===== src/rtl/tia_pf_pkg.sv =====
// Shared types and helpers for the playfield serializer: sequencer states and lane geometry.
package tia_pf_pkg;

    typedef enum logic [1:0] {
        PF_IDLE,
        PF_LEFT,
        PF_RIGHT
    } pf_state_t;

    localparam int PF_LANE_W = 8;

    function automatic int pf_lanes(input int bits);
        return (bits + PF_LANE_W - 1) / PF_LANE_W;
    endfunction

endpackage


===== src/rtl/tia_pf_image.sv =====
// Playfield image register file, written one byte lane at a time by the CPU-side decode.
module tia_pf_image
    import tia_pf_pkg::*;
#(
    parameter int PF_BITS = 20,
    parameter int LANES   = pf_lanes(PF_BITS),
    parameter int SEL_W   = $clog2(LANES)
) (
    input  logic               clkp,
    input  logic               reset_bar,
    input  logic               wr_en,
    input  logic [SEL_W-1:0]   wr_sel,
    input  logic [7:0]         wr_data,
    output logic [PF_BITS-1:0] image
);

    logic [PF_BITS-1:0] image_reg;
    logic [PF_BITS-1:0] image_next;

    // Each image bit belongs to exactly one lane; lanes past LANES-1 never match, so those writes drop.
    for (genvar gi = 0; gi < PF_BITS; gi++) begin : g_bit
        assign image_next[gi] = (wr_en && (wr_sel == SEL_W'(gi / PF_LANE_W)))
                              ? wr_data[gi % PF_LANE_W]
                              : image_reg[gi];
    end

    always_ff @(posedge clkp or negedge reset_bar) begin
        if (!reset_bar) begin
            image_reg <= '0;
        end else begin
            image_reg <= image_next;
        end
    end

    assign image = image_reg;

endmodule


===== src/rtl/tia_playfield_serializer.sv =====
// Playfield serializer: left half forward, right half repeated or mirrored, registered pf/busy.
// Optional score-mode outputs pf_left/pf_right are built when TIA_PF_SCORE_EN is defined.
module tia_playfield_serializer
    import tia_pf_pkg::*;
#(
    parameter  int PF_BITS = 20,
    localparam int LANES   = pf_lanes(PF_BITS),
    localparam int SEL_W   = $clog2(LANES),
    localparam int IDX_W   = $clog2(PF_BITS)
) (
    input  logic             clkp,
    input  logic             reset_bar,
    input  logic             line_start,
    input  logic             tick,
    input  logic             reflect,
    input  logic             wr_en,
    input  logic [SEL_W-1:0] wr_sel,
    input  logic [7:0]       wr_data,
`ifdef TIA_PF_SCORE_EN
    output logic             pf_left,
    output logic             pf_right,
`endif
    output logic             pf,
    output logic             busy
);

    localparam logic [IDX_W-1:0] IDX_LAST = IDX_W'(PF_BITS - 1);

    pf_state_t          state_reg, state_next;
    logic [IDX_W-1:0]   idx_reg, idx_next;
    logic               refl_reg, refl_next;
    logic [PF_BITS-1:0] image;
    logic               pix;

    tia_pf_image #(
        .PF_BITS (PF_BITS),
        .LANES   (LANES),
        .SEL_W   (SEL_W)
    ) u_image (
        .clkp      (clkp),
        .reset_bar (reset_bar),
        .wr_en     (wr_en),
        .wr_sel    (wr_sel),
        .wr_data   (wr_data),
        .image     (image)
    );

    always_ff @(posedge clkp or negedge reset_bar) begin
        if (!reset_bar) begin
            state_reg <= PF_IDLE;
            idx_reg   <= '0;
            refl_reg  <= 1'b0;
        end else begin
            state_reg <= state_next;
            idx_reg   <= idx_next;
            refl_reg  <= refl_next;
        end
    end

    // line_start dominates: a coincident tick is dropped rather than advancing the restarted line.
    always_comb begin
        state_next = state_reg;
        idx_next   = idx_reg;
        refl_next  = refl_reg;
        if (line_start) begin
            state_next = PF_LEFT;
            idx_next   = '0;
        end else if (tick) begin
            case (state_reg)
                PF_LEFT: begin
                    if (idx_reg == IDX_LAST) begin
                        state_next = PF_RIGHT;
                        refl_next  = reflect;
                        idx_next   = reflect ? IDX_LAST : '0;
                    end else begin
                        idx_next = idx_reg + IDX_W'(1);
                    end
                end
                PF_RIGHT: begin
                    if (refl_reg ? (idx_reg == '0) : (idx_reg == IDX_LAST)) begin
                        state_next = PF_IDLE;
                    end else if (refl_reg) begin
                        idx_next = idx_reg - IDX_W'(1);
                    end else begin
                        idx_next = idx_reg + IDX_W'(1);
                    end
                end
                default: begin
                    state_next = state_reg;
                end
            endcase
        end
    end

    // Reads the live image so a mid-line write shows up on the bit currently being drawn.
    assign pix = image[idx_reg];

    logic pf_reg, busy_reg;

`ifdef TIA_PF_SCORE_EN
    logic pf_left_reg, pf_right_reg;

    always_ff @(posedge clkp or negedge reset_bar) begin
        if (!reset_bar) begin
            pf_reg       <= 1'b0;
            busy_reg     <= 1'b0;
            pf_left_reg  <= 1'b0;
            pf_right_reg <= 1'b0;
        end else begin
            pf_reg       <= (state_reg != PF_IDLE) & pix;
            busy_reg     <= (state_reg != PF_IDLE);
            pf_left_reg  <= (state_reg == PF_LEFT) & pix;
            pf_right_reg <= (state_reg == PF_RIGHT) & pix;
        end
    end

    assign pf_left  = pf_left_reg;
    assign pf_right = pf_right_reg;
`else
    always_ff @(posedge clkp or negedge reset_bar) begin
        if (!reset_bar) begin
            pf_reg   <= 1'b0;
            busy_reg <= 1'b0;
        end else begin
            pf_reg   <= (state_reg != PF_IDLE) & pix;
            busy_reg <= (state_reg != PF_IDLE);
        end
    end
`endif

    assign pf   = pf_reg;
    assign busy = busy_reg;

endmodule


===== config.mk =====
export PLATFORM = sky130hd
export DESIGN_NAME = tia_playfield_serializer
export DESIGN_NICKNAME = d
export VERILOG_FILES = /design/src/rtl/tia_pf_pkg.sv /design/src/rtl/tia_pf_image.sv /design/src/rtl/tia_playfield_serializer.sv
export SDC_FILE = /design/constraint.sdc
export NUM_CORES = 1
export LEC_CHECK = 0
export ABC_CLOCK_PERIOD_IN_PS = 3850
export CORE_AREA = 5 5 59 61
export DETAILED_ROUTE_END_ITERATION = 6
export DIE_AREA = 0 0 64 66
export PLACE_DENSITY = 0.8
export SYNTH_ARGS = -nofsm -noshare
export SYNTH_HDL_FRONTEND = slang
export SYNTH_SLANG_ARGS = --single-unit

===== constraint.sdc =====
create_clock -name clkp -period 3.85 [get_ports clkp]
set_input_delay 0.9625 -clock clkp [delete_from_list [all_inputs] [get_ports clkp]]
set_output_delay 0.9625 -clock clkp [all_outputs]
set_load 0.1 [all_outputs]

==> reports/qor.csv <==
stage;metric;value;unit
clocking;CTS tree;yes;
finish;share of cells above drive strength 1;27.5;%
route;drt wl/cell;19.4;um
timing;final hold violation count;0;
clocking;CTS buffer count;5;
pwr;Internal;0.000529;W
setup_path;Slowest Stage Delay on Critical Path;1.13;ns
global_routing;grt ovf;0;
pwr;Pleak;0.781;nW
clocking;cts repair resizes;0;
setup_path;worst reg2reg path depth;5;
min_path;Hold EP;u_image.image[15]$_DFFE_PN0P_;
finish;post-route cell area;1880;um^2
route;total iterations of the first detailed-routing run;4;
min_path;hold path depth;1;
timing;Final min period;2.76;ns
setup_path;Setup CP Type;register to output pin;
timing;final setup violating endpoints;0;
timing;fin crit share;71.7;%
placed_design;GPL Wtd Cong;0.809;
setup_path;setup slack, reg-to-reg;1.61;ns
placed_design;port bufs;17;
logic_synthesis;EDFF count, synth;0;
logic_synthesis;synth top area cells;dfrtp_1 (46%), mux2_2 (15%), mux4_2 (5.6%);
floorplan;Die Area;4220;um^2
setup_path;CP delay by family, top;buffers and inverters;
global_routing;total track usage;19.7;%
setup_path;Buf/Inv on CP;1;
pwr;Net Sw Power;0.000217;W
floorplan;row count;20;
timing;Least-Margin Pin Slew;0.967;ns
route;initial drt markers;99;
setup_path;Critical-path top delay cell;clkdlybuf4s50_1;
clocking;buffer count from post-CTS setup fixing;0;
global_routing;initial antenna violation count;0;
route;drc violations;0;
finish;commonest non-fill, non-tap cell in the layout;dfrtp_1;
timing;Slew Viols, Final;0;
min_path;Hold Startpoint;u_image.image[15]$_DFFE_PN0P_;
outcome;status;finished, final reports clean;
floorplan;Ports;18;
clocking;CTS Buffer Depth;2;
logic_synthesis;Synth top area share;46.4;%
logic_synthesis;Distinct cells, synth;40;
finish;most frequent cells in the layout;dfrtp_1 (30), mux2_2 (21), clkdlybuf4s50_1 (17);
pwr;clock power share;27.2;%
setup_path;CP max FO;1;
route;DR vias;1179;
logic_synthesis;sequential element share of the synthesized area;46.4;%
timing;worst rel slew slack;35.4;%
clocking;clk root buf;clkbuf_4;
setup_path;crit end category;output pin;
global_routing;first-pass GRT wire length;6340;um
floorplan;die width;64;um
floorplan;Die Y;66;um
setup_path;r2r startpoint;idx_reg[0]$_DFFE_PN0P_;
global_routing;largest net degree at the start of global routing;31;
pwr;logic gate share of total power;20.7;%
route;antenna viol nets, final;0;
floorplan;core area;2930;um^2
timing;f_max;362;MHz
logic_synthesis;Post-Syn Nets;146;
logic_synthesis;biggest area consumer among synthesized cells;dfrtp_1;
placed_design;HPWL Detailed;2550;um
logic_synthesis;Cells after Synth;127;
finish;nets@finish;167;
logic_synthesis;Yosys warning count;0;
finish;synthesis-to-layout area growth;16.4;%
logic_synthesis;Async SR Flop Fraction;100;%
clocking;H-tree depth;2;
global_routing;number of global-route vias before repair;1280;
timing;RSZ-0062 raised after global routing;false;
setup_path;R2R Path End;idx_reg[3]$_DFFE_PN0P_;
clocking;clock-pin slew reported for the worst setup and hold paths after clock tree synthesis;0.10;ns
logic_synthesis;Yosys reg bits;30;
setup_path;worst path arrival time;1.80;ns
pwr;pwr/cell area;396;nW/um^2
route;DR vias/cell;6.48;
setup_path;Req. time, crit path;2.89;ns
floorplan;initial core utilization;55.3;%
route;final WL;3540;um
pwr;Switching Fraction;29.1;%
finish;max FFs per register;20;
clocking;CTS hold repair buffers;0;
timing;setup tns final;0;ns
clocking;clk sinks;30;
min_path;Worst Hold Class;register to register;
pwr;sequential power share;52.1;%
finish;ANT cells;0;
logic_synthesis;Post-synth top flop;dfrtp_1;
setup_path;CP cell instances;clkdlybuf4s50_1;
job;total of max-cap violations;0;
logic_synthesis;Syn Std Cell Area;1620;um^2
timing;clk_skew;0.00740;ns
pwr;Peak supply drop;0.314;mV
setup_path;startpoint types;register;
logic_synthesis;mean post-synth cell area;12.7;um^2
clocking;Clk Latency, worst-skew pair;0.33;ns
placed_design;Placed Area;1820;um^2
-- cells in the mapped netlist, drive strengths merged, types with 3 or more instances --
master  count
nand4       4
dfrtp      30
mux4        4
mux2       22
inv         5
o21ai       4
mux2i       4
a211oi      5
nand3b      6
nor2        5
or3         3
ha          3
-- metal layers --
metal | track usage [%] | vias to the layer above | part of all wire [%]
met1 | 23.1 | 597 | 42
met5 | 0 | - | 0
met4 | 8.31 | 0 | 2.5
met2 | 32.4 | 40 | 50
met3 | 6.97 | 11 | 5.6
li1 | - | 531 | -
-- per-stage QoR --
step / setup slack (ns) / total power, W / util, % / cells / hold WS [ns]
floorplan: 1.95 / 0.000493 / - / 127 / 0.474
global placement: 1.38 / 0.000539 / 62.1 / 174 / 0.485
detailed placement: 1.32 / 0.000550 / 62.1 / 174 / 0.493
CTS: 1.07 / 0.000751 / 64.3 / 182 / 0.516
global route: 1.02 / 0.000788 / 64.3 / 182 / 0.528
finish: 1.09 / 0.000746 / 64.3 / 182 / 0.512
-- power groups by stage --
stage | sequential (W) | clock, W | combinational (W)
2_1_floorplan | 0.000406 | 0 | 0.0000868
3_3_place_gp | 0.000390 | 0 | 0.000149
3_5_place_dp | 0.000396 | 0 | 0.000154
4_1_cts | 0.000389 | 0.000207 | 0.000155
5_1_grt | 0.000396 | 0.000225 | 0.000167
6_report | 0.000389 | 0.000203 | 0.000154
-- worst max path at each step --
stage / startpoint / end / slack, ns / depth (start not counted)
2_1_floorplan: idx_reg[0]$_DFFE_PN0P_ / idx_reg[3]$_DFFE_PN0P_ / 1.95 / 7
3_3_place_gp: wr_en / u_image.image[3]$_DFFE_PN0P_ / 1.38 / 3
3_5_place_dp: wr_en / u_image.image[3]$_DFFE_PN0P_ / 1.32 / 3
4_1_cts: busy$_DFF_PN0_ / busy / 1.07 / 1
5_1_grt: busy$_DFF_PN0_ / busy / 1.02 / 1
6_report: busy$_DFF_PN0_ / busy / 1.09 / 1
-- final cells by class --
| type | instances | area (um^2) |
|---|---|---|
| tap | 33 | 41.3 |
| multi-input combinational | 88 | 831 |
| fill | 227 | 1040 |
| sequential | 30 | 751 |
| clock buffer | 6 | 51.3 |
| timing repair buffer | 18 | 178 |
| inverter | 5 | 18.8 |
| clock inverter | 2 | 12.5 |
-- cell families after synthesis --
logic type	count (synthesis)	synth area share, %
and+or+nand+nor	37	16.1
muxes	30	23.4
DFF	30	46.4
AOI/OAI and AO/OA	17	9.05
buffers and inverters	9	2.24
adders and majority gates	3	2.32
xor gates and xnor gates	1	0.541
(Power assumes the default switching activity.)
